===== src/rtl/seg7_pkg.sv =====
// rtl/seg7_pkg.sv - shared segment codes and display record for the seven-segment scan driver
package seg7_pkg;

   // Active-low segment patterns, bit order {g,f,e,d,c,b,a}
   localparam logic [6:0] SEG_0 = 7'h40;
   localparam logic [6:0] SEG_1 = 7'h79;
   localparam logic [6:0] SEG_2 = 7'h24;
   localparam logic [6:0] SEG_3 = 7'h30;
   localparam logic [6:0] SEG_4 = 7'h19;
   localparam logic [6:0] SEG_5 = 7'h12;
   localparam logic [6:0] SEG_6 = 7'h02;
   localparam logic [6:0] SEG_7 = 7'h78;
   localparam logic [6:0] SEG_8 = 7'h00;
   localparam logic [6:0] SEG_9 = 7'h10;
   localparam logic [6:0] SEG_A = 7'h08;
   localparam logic [6:0] SEG_B = 7'h03;
   localparam logic [6:0] SEG_C = 7'h46;
   localparam logic [6:0] SEG_D = 7'h21;
   localparam logic [6:0] SEG_E = 7'h06;
   localparam logic [6:0] SEG_F = 7'h0E;

   localparam logic [6:0] SEG_BLANK  = 7'h7F;
   localparam logic [3:0] AN_ALL_OFF = 4'hF;

   typedef struct packed {
      logic [15:0] value;
      logic [3:0]  dp;
      logic [1:0]  turn_off;
   } disp_t;

endpackage


===== src/rtl/hex_to_seg7.sv =====
// rtl/hex_to_seg7.sv - combinational hex nibble to active-low seven-segment decoder
module hex_to_seg7
   import seg7_pkg::*;
(
   input  logic [3:0] hex,
   output logic [6:0] seg
);

   always_comb begin
      seg = SEG_BLANK;
      case (hex)
         4'h0: seg = SEG_0;
         4'h1: seg = SEG_1;
         4'h2: seg = SEG_2;
         4'h3: seg = SEG_3;
         4'h4: seg = SEG_4;
         4'h5: seg = SEG_5;
         4'h6: seg = SEG_6;
         4'h7: seg = SEG_7;
         4'h8: seg = SEG_8;
         4'h9: seg = SEG_9;
         4'hA: seg = SEG_A;
         4'hB: seg = SEG_B;
         4'hC: seg = SEG_C;
         4'hD: seg = SEG_D;
         4'hE: seg = SEG_E;
         default: seg = SEG_F;
      endcase
   end

endmodule


===== src/rtl/seg7_scan_driver.sv =====
// rtl/seg7_scan_driver.sv - 4-digit multiplexed display driver with frame-synchronous double buffering
module seg7_scan_driver
   import seg7_pkg::*;
#(
   parameter int REFRESH_DIV = 50000,
   parameter int CNT_W       = 16
)(
   input  logic        clk,
   input  logic        rst_n,
   input  logic [15:0] value,
   input  logic [3:0]  dp,
   input  logic [1:0]  turn_off,
   input  logic        load,
   output logic [3:0]  an,
   output logic [6:0]  seg,
   output logic        dp_n,
   output logic        frame_done
);

   localparam logic [CNT_W-1:0] PRESCALE_LAST = CNT_W'(REFRESH_DIV - 1);

   logic [CNT_W-1:0] prescaler;
   logic [1:0]       idx;
   logic [1:0]       nidx;
   logic             tick;
   logic             boundary;
   logic             commit;
   logic             pending;
   disp_t            incoming;
   disp_t            staging;
   disp_t            shadow;
   disp_t            shadow_next;
   logic [3:0]       nibble;
   logic [6:0]       dec_seg;
   logic             blank;

   assign tick       = (prescaler == PRESCALE_LAST);
   assign nidx       = tick ? idx + 2'd1 : idx;
   assign boundary   = tick && (idx == 2'd3);
   assign incoming   = {value, dp, turn_off};
   assign commit     = boundary && (pending || load);
   assign frame_done = commit;

   // A load landing on the boundary itself bypasses staging so it is not held back a frame
   always_comb begin
      shadow_next = shadow;
      if (boundary) begin
         if (load)
            shadow_next = incoming;
         else if (pending)
            shadow_next = staging;
      end
   end

   assign nibble = shadow_next.value[{nidx, 2'b00} +: 4];
   assign blank  = ((nidx == 2'd3) && shadow_next.turn_off[1]) ||
                   ((nidx == 2'd2) && shadow_next.turn_off[0]);

   hex_to_seg7 u_dec (
      .hex (nibble),
      .seg (dec_seg)
   );

   always_ff @(posedge clk or negedge rst_n) begin
      if (!rst_n) begin
         prescaler <= '0;
         idx       <= 2'd0;
         staging   <= '0;
         shadow    <= '0;
         pending   <= 1'b0;
         an        <= AN_ALL_OFF;
         seg       <= SEG_BLANK;
         dp_n      <= 1'b1;
      end else begin
         prescaler <= tick ? '0 : prescaler + CNT_W'(1);
         idx       <= nidx;
         shadow    <= shadow_next;

         if (load)
            staging <= incoming;

         if (boundary)
            pending <= 1'b0;
         else if (load)
            pending <= 1'b1;

         // Blanked slots stay in the rotation so every digit keeps the same duty cycle
         if (blank) begin
            an   <= AN_ALL_OFF;
            seg  <= SEG_BLANK;
            dp_n <= 1'b1;
         end else begin
            an   <= ~(4'b0001 << nidx);
            seg  <= dec_seg;
            dp_n <= ~shadow_next.dp[nidx];
         end
      end
   end

endmodule


===== config.mk =====
export PLATFORM = sky130hd
export DESIGN_NAME = seg7_scan_driver
export DESIGN_NICKNAME = d
export VERILOG_FILES = /design/src/rtl/seg7_pkg.sv /design/src/rtl/hex_to_seg7.sv /design/src/rtl/seg7_scan_driver.sv
export SDC_FILE = /design/constraint.sdc
export NUM_CORES = 1
export LEC_CHECK = 0
export CAP_MARGIN = 10
export CORE_MARGIN = 3
export CORE_UTILIZATION = 50
export DETAILED_ROUTE_END_ITERATION = 12
export PLACE_DENSITY = 0.78
export SYNTH_ARGS = -nofsm -noshare
export SYNTH_HDL_FRONTEND = slang
export SYNTH_SLANG_ARGS = --single-unit
export TNS_END_PERCENT = 20

===== constraint.sdc =====
create_clock -name clk -period 3.2 [get_ports clk]
set_clock_uncertainty 0.1 [all_clocks]
set_input_delay 0.48 -clock clk [delete_from_list [all_inputs] [get_ports clk]]
set_output_delay 0.48 -clock clk [all_outputs]
set_load 0.1 [all_outputs]

==> impl_results.md, run 1 <==
- Status: finished, final reports clean
- Gr usage total: 20.0%
- Critical Path RT: 3370 ps
- Via density: 5.57
- Initial antenna violation count: 0
- Worst Hold Class: primary input to async pin
- Crit start category: register
- Max IR drop VDD: 0.293 mV
- Core area: 6870 sq um
- Post-synthesis cell type count: 60
- Initial core utilization: 52.2%
- Htree depth: 3
- CTS tree: built
- Pre-CTS setup slack: -0.474 ps
- Commonest register cell after synthesis: dfrtp_1
- IO buf count: 37
- Critical-path cell list: nor4b_4, and4_4, mux2i_4, nor2_1, a22o_2, a221o_1, buf_4, ha_1, o21ai_0, o2111a_1, a31oi_1
- Chip width: 90.7 um
- Worst Reg-to-Reg Cells: 11
- First-iteration detailed-routing DRC count: 191
- Critical path peak fanout: 7
- Switching Share: 25.2%
- Clock transition at the registers of the reported paths: 70 ps
- Clock power share: 36.2%
- Root buffer cell: clkbuf_8
- DRC violations left: 0
- CTS Sinks: 75
- Total CTS buffers: 9
- Worst Path Arrival: 3240 ps
- Antenna-violating nets left: 0
- Mux cell area share after synthesis: 9.77%
- Max transition margin: 39.5%
- CP max stage cell: dfrtp_2
- Cell Rows: 30
- # setup viols final: 0
- CP top delay family: compound AO/OA/AOI/OAI gates
- Register area share after synthesis: 52.8%
- Global-route wire length before repair: 13,200 um
- DP HPWL: 5470 um
- Sequential power share: 53.1%
- Compound-gate portion of the synthesized area: 11.3%
- Final Hold Vio Count: 0
- Pint: 1.42 mW
- Nets: 413
- Boundary Pins: 38
- Clock period minus final worst setup slack: 3070 ps
- Die area: 8220 sq um
- Final WL: 7870 um
- Layout Area Growth over Synthesis: 21.7%
- Slew Limit Fails: 0
- Post-Syn Instances: 319
- Filler-free cell count of the finished design: 481
- Placer Congestion: 0.853
- Post-synth ARST share: 100%
- Leak: 1.98 nW
- Share of cells above drive strength 1: 28.6%
- PD cells: 434 nW/um^2
- Max stage delay on crit path: 440 ps
- Post-synthesis simple-gate area fraction: 15.7%
- Post-route clock period utilization: 96.0%
- Largest net degree at the start of global routing: 76
- CP bufs+invs: 1
- First-pass iteration count of the detailed router: 4
- Placed Area: 4150 sq um
- Mapped cell area: 3590 sq um
- Hold_buf cts: 0
- Antenna diodes: 0
- Flop-to-flop setup slack: 130 ps
- Fin Hold WS: 168 ps
- Synth Area in Adders: 2.79%
- Fin area: 4360 sq um
- Post-Syn Nets: 352
- Max-cap violations: 0
- Vias in the first global route: 2,728
- Yosys reg bits: 75
- Unrepaired setup endpoints after global routing: no
- Worst-Margin Slew: 908 ps
- Largest family of logic cells by synthesized area: simple AND/OR/NAND/NOR gates
- Via count: 2,678
- Final setup margin: 130 ps
- RR Endpoint: seg[3]
- GR Overflow Total: 0
- Total power: 1.89 mW
- YS warnings: 0
- Post-synthesis xor/xnor area fraction: 3.70%
- Drt wl/cell: 16.4 um
- Cell count after placement: 462
- Reg2reg start: prescaler[10]
- CP endpoint kind: register
- Sw power: 0.476 mW
- Mapped Avg Cell Area: 11.2 sq um
- Die Y: 90.7 um
- Post-synth EDFFs: 0
- F_max: 0.326 GHz
- Clock latency at the later pin of the worst-skew pair: 350 ps
- WS Path Type: register to register
- CTS max path bufs: 2
- Comb power frac: 10.7%
-- area by class of cell --
cell class              count  area (sq um)
fillers                   558          2500
clock buffers              14           173
inverters                  15          61.3
repair buffers             64           551
multi-input cells         215          1560
clock inverters             2          10.0
flip-flops and latches     75          1890
well taps                  96           120
-- power groups by stage --
stage / Combinational [mW] / Sequential, mW / Clock [mW]
after floorplan: 0.0670 / 1.07 / 0
after detailed placement: 0.201 / 1.02 / 0
final: 0.202 / 1.00 / 0.686
after global placement: 0.198 / 1.02 / 0
after CTS: 0.203 / 1.00 / 0.699
after global routing: 0.218 / 1.01 / 0.743
-- per-stage QoR --
| step | TNS [ps] | utilization (%) |
|---|---|---|
| floorplan | 0 | - |
| global placement | 0 | 60.5 |
| detailed placement | -0.474 | 60.5 |
| CTS | 0 | 63.1 |
| global route | 0 | 63.5 |
| finish | 0 | 63.5 |
-- placed cells by master, fill, tap and decap left out, types with 2 or more instances in the layout --
cell,count
xor2_1,7
a211oi_1,4
nand3_1,19
and4_4,2
nand2_1,31
clkbuf_1,2
nand4_1,3
dfstp_2,12
and2_1,3
buf_4,40
a21oi_1,10
and3_1,4
inv_4,2
a32oi_1,7
clkbuf_8,12
clkinv_2,2
o21a_1,2
o21ai_0,17
mux2_2,22
o221ai_1,5
or3_1,3
and4bb_2,2
nor2b_1,2
clkdlybuf4s50_1,23
nor2_1,19
dfrtp_2,2
o21bai_1,2
mux2i_1,8
ha_1,8
a31oi_1,2
inv_1,12
dfrtp_1,61
xnor2_1,5
o22a_1,2
-- flip-flops by register name, indices dropped and copies added (netlist names) --
name and cells:
an 4, dp_n 1, idx 2, pending 1, prescaler 16, seg 7, shadow 22, staging 22
-- how the worst max path moves through the flow --
stage / start / to / slack [ps] / cells past startpoint
after detailed placement: load / seg[3] / -0.5 / 12
after global routing: prescaler[10] / seg[3] / 20 / 11
after CTS: prescaler[11] / seg[3] / 60 / 11
after global placement: load / seg[3] / 90 / 10
after floorplan: prescaler[0] / seg[3] / 170 / 14
final: prescaler[10] / seg[3] / 130 / 11
-- routing by layer --
metal | global-route usage [%] | part of all wire [%] | up-vias
met5 | 0 | 0 | -
met4 | 7.91 | 0.86 | 0
met3 | 4.17 | 5.3 | 6
met2 | 31.6 | 46 | 77
met1 | 27.2 | 48 | 1335
li1 | - | - | 1260
-- repair_timing --
item,4_1_cts,5_1_grt
setup endpoints to repair,0,5
resized for setup,0,5
buffers inserted,0,3
-- cell families after synthesis --
logic type	count (synthesis)
simple gates	103
flops	75
compound gates	60
mux	31
buf+inv	29
xor+xnor	13
fa+ha+maj	8
-- Yosys cell counts (all sizes together) (2+ instances only) --
library cell,instances,area (sq um)
buf,9,62.6
mux2,22,248
or2,2,12.5
and4bb,2,25.0
xnor2,6,71.3
xor2,7,61.3
o22a,2,17.5
nand4,3,18.8
inv,15,58.8
a32oi,7,61.3
and4,4,40.0
a31oi,2,12.5
and2,3,18.8
nor2,20,77.6
a22o,2,18.8
nor2b,2,12.5
o221ai,5,43.8
o21a,2,15.0
mux2i,9,103
a211oi,4,30.0
a21oi,10,50.1
ha,8,100
dfrtp,63,1580
o21bai,2,15.0
dfstp,12,315
nand2,31,116
o21ai,18,90.1
or3,4,26.3
clkbuf,5,18.8
nand3,19,95.1
and3,5,32.5
-- worst register-to-register path: stages, from the launching register on --
cell and delay (ps):
dfrtp_2 440, nor4b_4 360, and4_4 360, mux2i_4 390
nor2_1 110, a22o_2 220, a221o_1 320, buf_4 160
ha_1 220, o21ai_0 100, o2111a_1 190, a31oi_1 40
No activity file was read; power rests on OpenSTA's default activity.
==> run 2, diff against run 1 <==
--- a/config.mk
+++ b/config.mk
@@ -9,7 +9,7 @@
 export CORE_MARGIN = 3
 export CORE_UTILIZATION = 50
 export DETAILED_ROUTE_END_ITERATION = 12
-export PLACE_DENSITY = 0.78
+export PLACE_DENSITY = 0.75
 export SYNTH_ARGS = -nofsm -noshare
 export SYNTH_HDL_FRONTEND = slang
 export SYNTH_SLANG_ARGS = --single-unit
==> constraint.sdc (replaced) <==
create_clock -name clk -period 3.5 [get_ports clk]
set_clock_uncertainty 0.1 [all_clocks]
set_input_delay 0.525 -clock clk [delete_from_list [all_inputs] [get_ports clk]]
set_output_delay 0.525 -clock clk [all_outputs]
set_load 0.1 [all_outputs]
==> impl_results.md, run 2 (synthesis results as in run 1) <==
- Critical Path RT: 3650 ps
- Initial antenna violation count: 0
- CP endpoint kind: register
- Pint: 1.32 mW
- Most frequent cells in the layout: dfrtp_1 (63), nand2_1 (31), clkdlybuf4s50_1 (30)
- Worst Hold Class: primary input to async pin
- Cell Rows: 30
- Leak: 1.88 nW
- Gr usage total: 19.7%
- Post-route clock period utilization: 92.3%
- # setup viols final: 0
- Die area: 8220 sq um
- PD cells: 412 nW/um^2
- Chip width: 90.7 um
- Max IR drop VDD: 0.266 mV
- Via count: 2,578
- GR Overflow Total: 0
- Crit start category: register
- Placer Congestion: 0.845
- Total power: 1.75 mW
- Hold_buf cts: 0
- Worst Path Arrival: 3380 ps
- Nets: 395
- Top flop regs: shadow: 22 flops, staging: 22 flops, prescaler: 16 flops
- Cell count after placement: 447
- Max transition margin: 34.4%
- Largest net degree at the start of global routing: 76
- Root buffer cell: clkbuf_8
- Total CTS buffers: 9
- Clock transition at the registers of the reported paths: 80 ps
- Clock period minus final worst setup slack: 3230 ps
- Filler-free cell count of the finished design: 463
- Worst-Margin Slew: 981 ps
- Initial core utilization: 52.2%
- First-iteration detailed-routing DRC count: 156
- Unrepaired setup endpoints after global routing: no
- Placed Area: 4060 sq um
- DRC violations left: 0
- Vias in the first global route: 2,628
- Boundary Pins: 38
- Clock power share: 37.3%
- Utilization after layout: 61.8%
- Htree depth: 3
- Core area: 6870 sq um
- Antenna diodes: 0
- Switching Share: 24.3%
- Critical path peak fanout: 19
- F_max: 0.310 GHz
- Global-route wire length before repair: 12,900 um
- CTS tree: built
- Sw power: 0.426 mW
- Clock latency at the later pin of the worst-skew pair: 340 ps
- CTS Sinks: 75
- Die Y: 90.7 um
- Sequential power share: 52.4%
- Slew Limit Fails: 0
- DP HPWL: 5220 um
- Post-CTS setup buffer count: 0
- IO buf count: 37
- Layout Area Growth over Synthesis: 18.4%
- Final Hold Vio Count: 0
- Drt wl/cell: 16.1 um
- TNS Setup: 0 ps
- CTS max path bufs: 2
- Antenna-violating nets left: 0
- Fin area: 4250 sq um
- Share of cells above drive strength 1: 22.1%
- Via density: 5.57
- Comb power frac: 10.3%
- Max-cap violations: 0
- Status: finished, final reports clean
- WS Path Type: register to register
- Post_cts resized: 0
- Commonest non-fill, non-tap cell in the layout: dfrtp_1
- Final WL: 7460 um
- First-pass iteration count of the detailed router: 6
[run 2: changes by cell type in the layout (fill, tap and decap cells not counted), sizes merged]
cell	delta
clkbuf	-1
buf	-25
clkdlybuf4s50	+7
bufinv	+1
[run 2: cell type report]
cell class / count / area [sq um]
Clock buffer: 13 / 149
Multi-Input combinational cell: 215 / 1550
Fill cell: 582 / 2620
Tap cell: 96 / 120
Clock inverter: 3 / 40.0
Inverter: 15 / 58.8
Timing Repair Buffer: 46 / 433
Sequential cell: 75 / 1890
[run 2: layer usage]
layer | vias to the layer above | track usage, % | wire, um
li1 | 1227 | - | -
met1 | 1282 | 28.3 | 3660
met2 | 56 | 28.7 | 3400
met3 | 13 | 3.75 | 288
met4 | 0 | 8.93 | 113
met5 | - | 0 | 0
[run 2: metrics by stage]
stage,hold slack [ps],setup WS [ps]
floorplan,129,466
global placement,342,325
detailed placement,346,226
CTS,255,281
global route,290,12.5
finish,189,269
[run 2: path summary, 6_finish.rpt]
check	endpoint	startpoint	slack, ps	cells past startpoint
min	prescaler[8]	rst_n	190	1
max	seg[3]	idx[0]	270	13
max in group asynchronous	shadow[13]	rst_n	2480	1
max reg2reg	seg[3]	idx[0]	270	13
min reg2reg	prescaler[0]	prescaler[0]	350	1
min in group clk	prescaler[0]	prescaler[0]	350	1
[run 2: power groups by stage]
stage,Combinational (mW),Sequential (mW),Clock [mW]
global route,0.196,0.921,0.701
CTS,0.183,0.918,0.662
global placement,0.179,0.932,0
finish,0.181,0.917,0.653
detailed placement,0.183,0.934,0
floorplan,0.0613,0.977,0
[run 2: critical path, cell delays in order (launching register included)]
cell	delay (ps)
dfrtp_1	440
ha_1	170
and4_1	210
and4_2	500
nand2_1	260
o21a_1	260
a21oi_1	180
nand2_1	80
nand2_1	170
inv_1	140
ha_1	260
o21ai_0	100
o2111a_1	210
a31oi_1	40
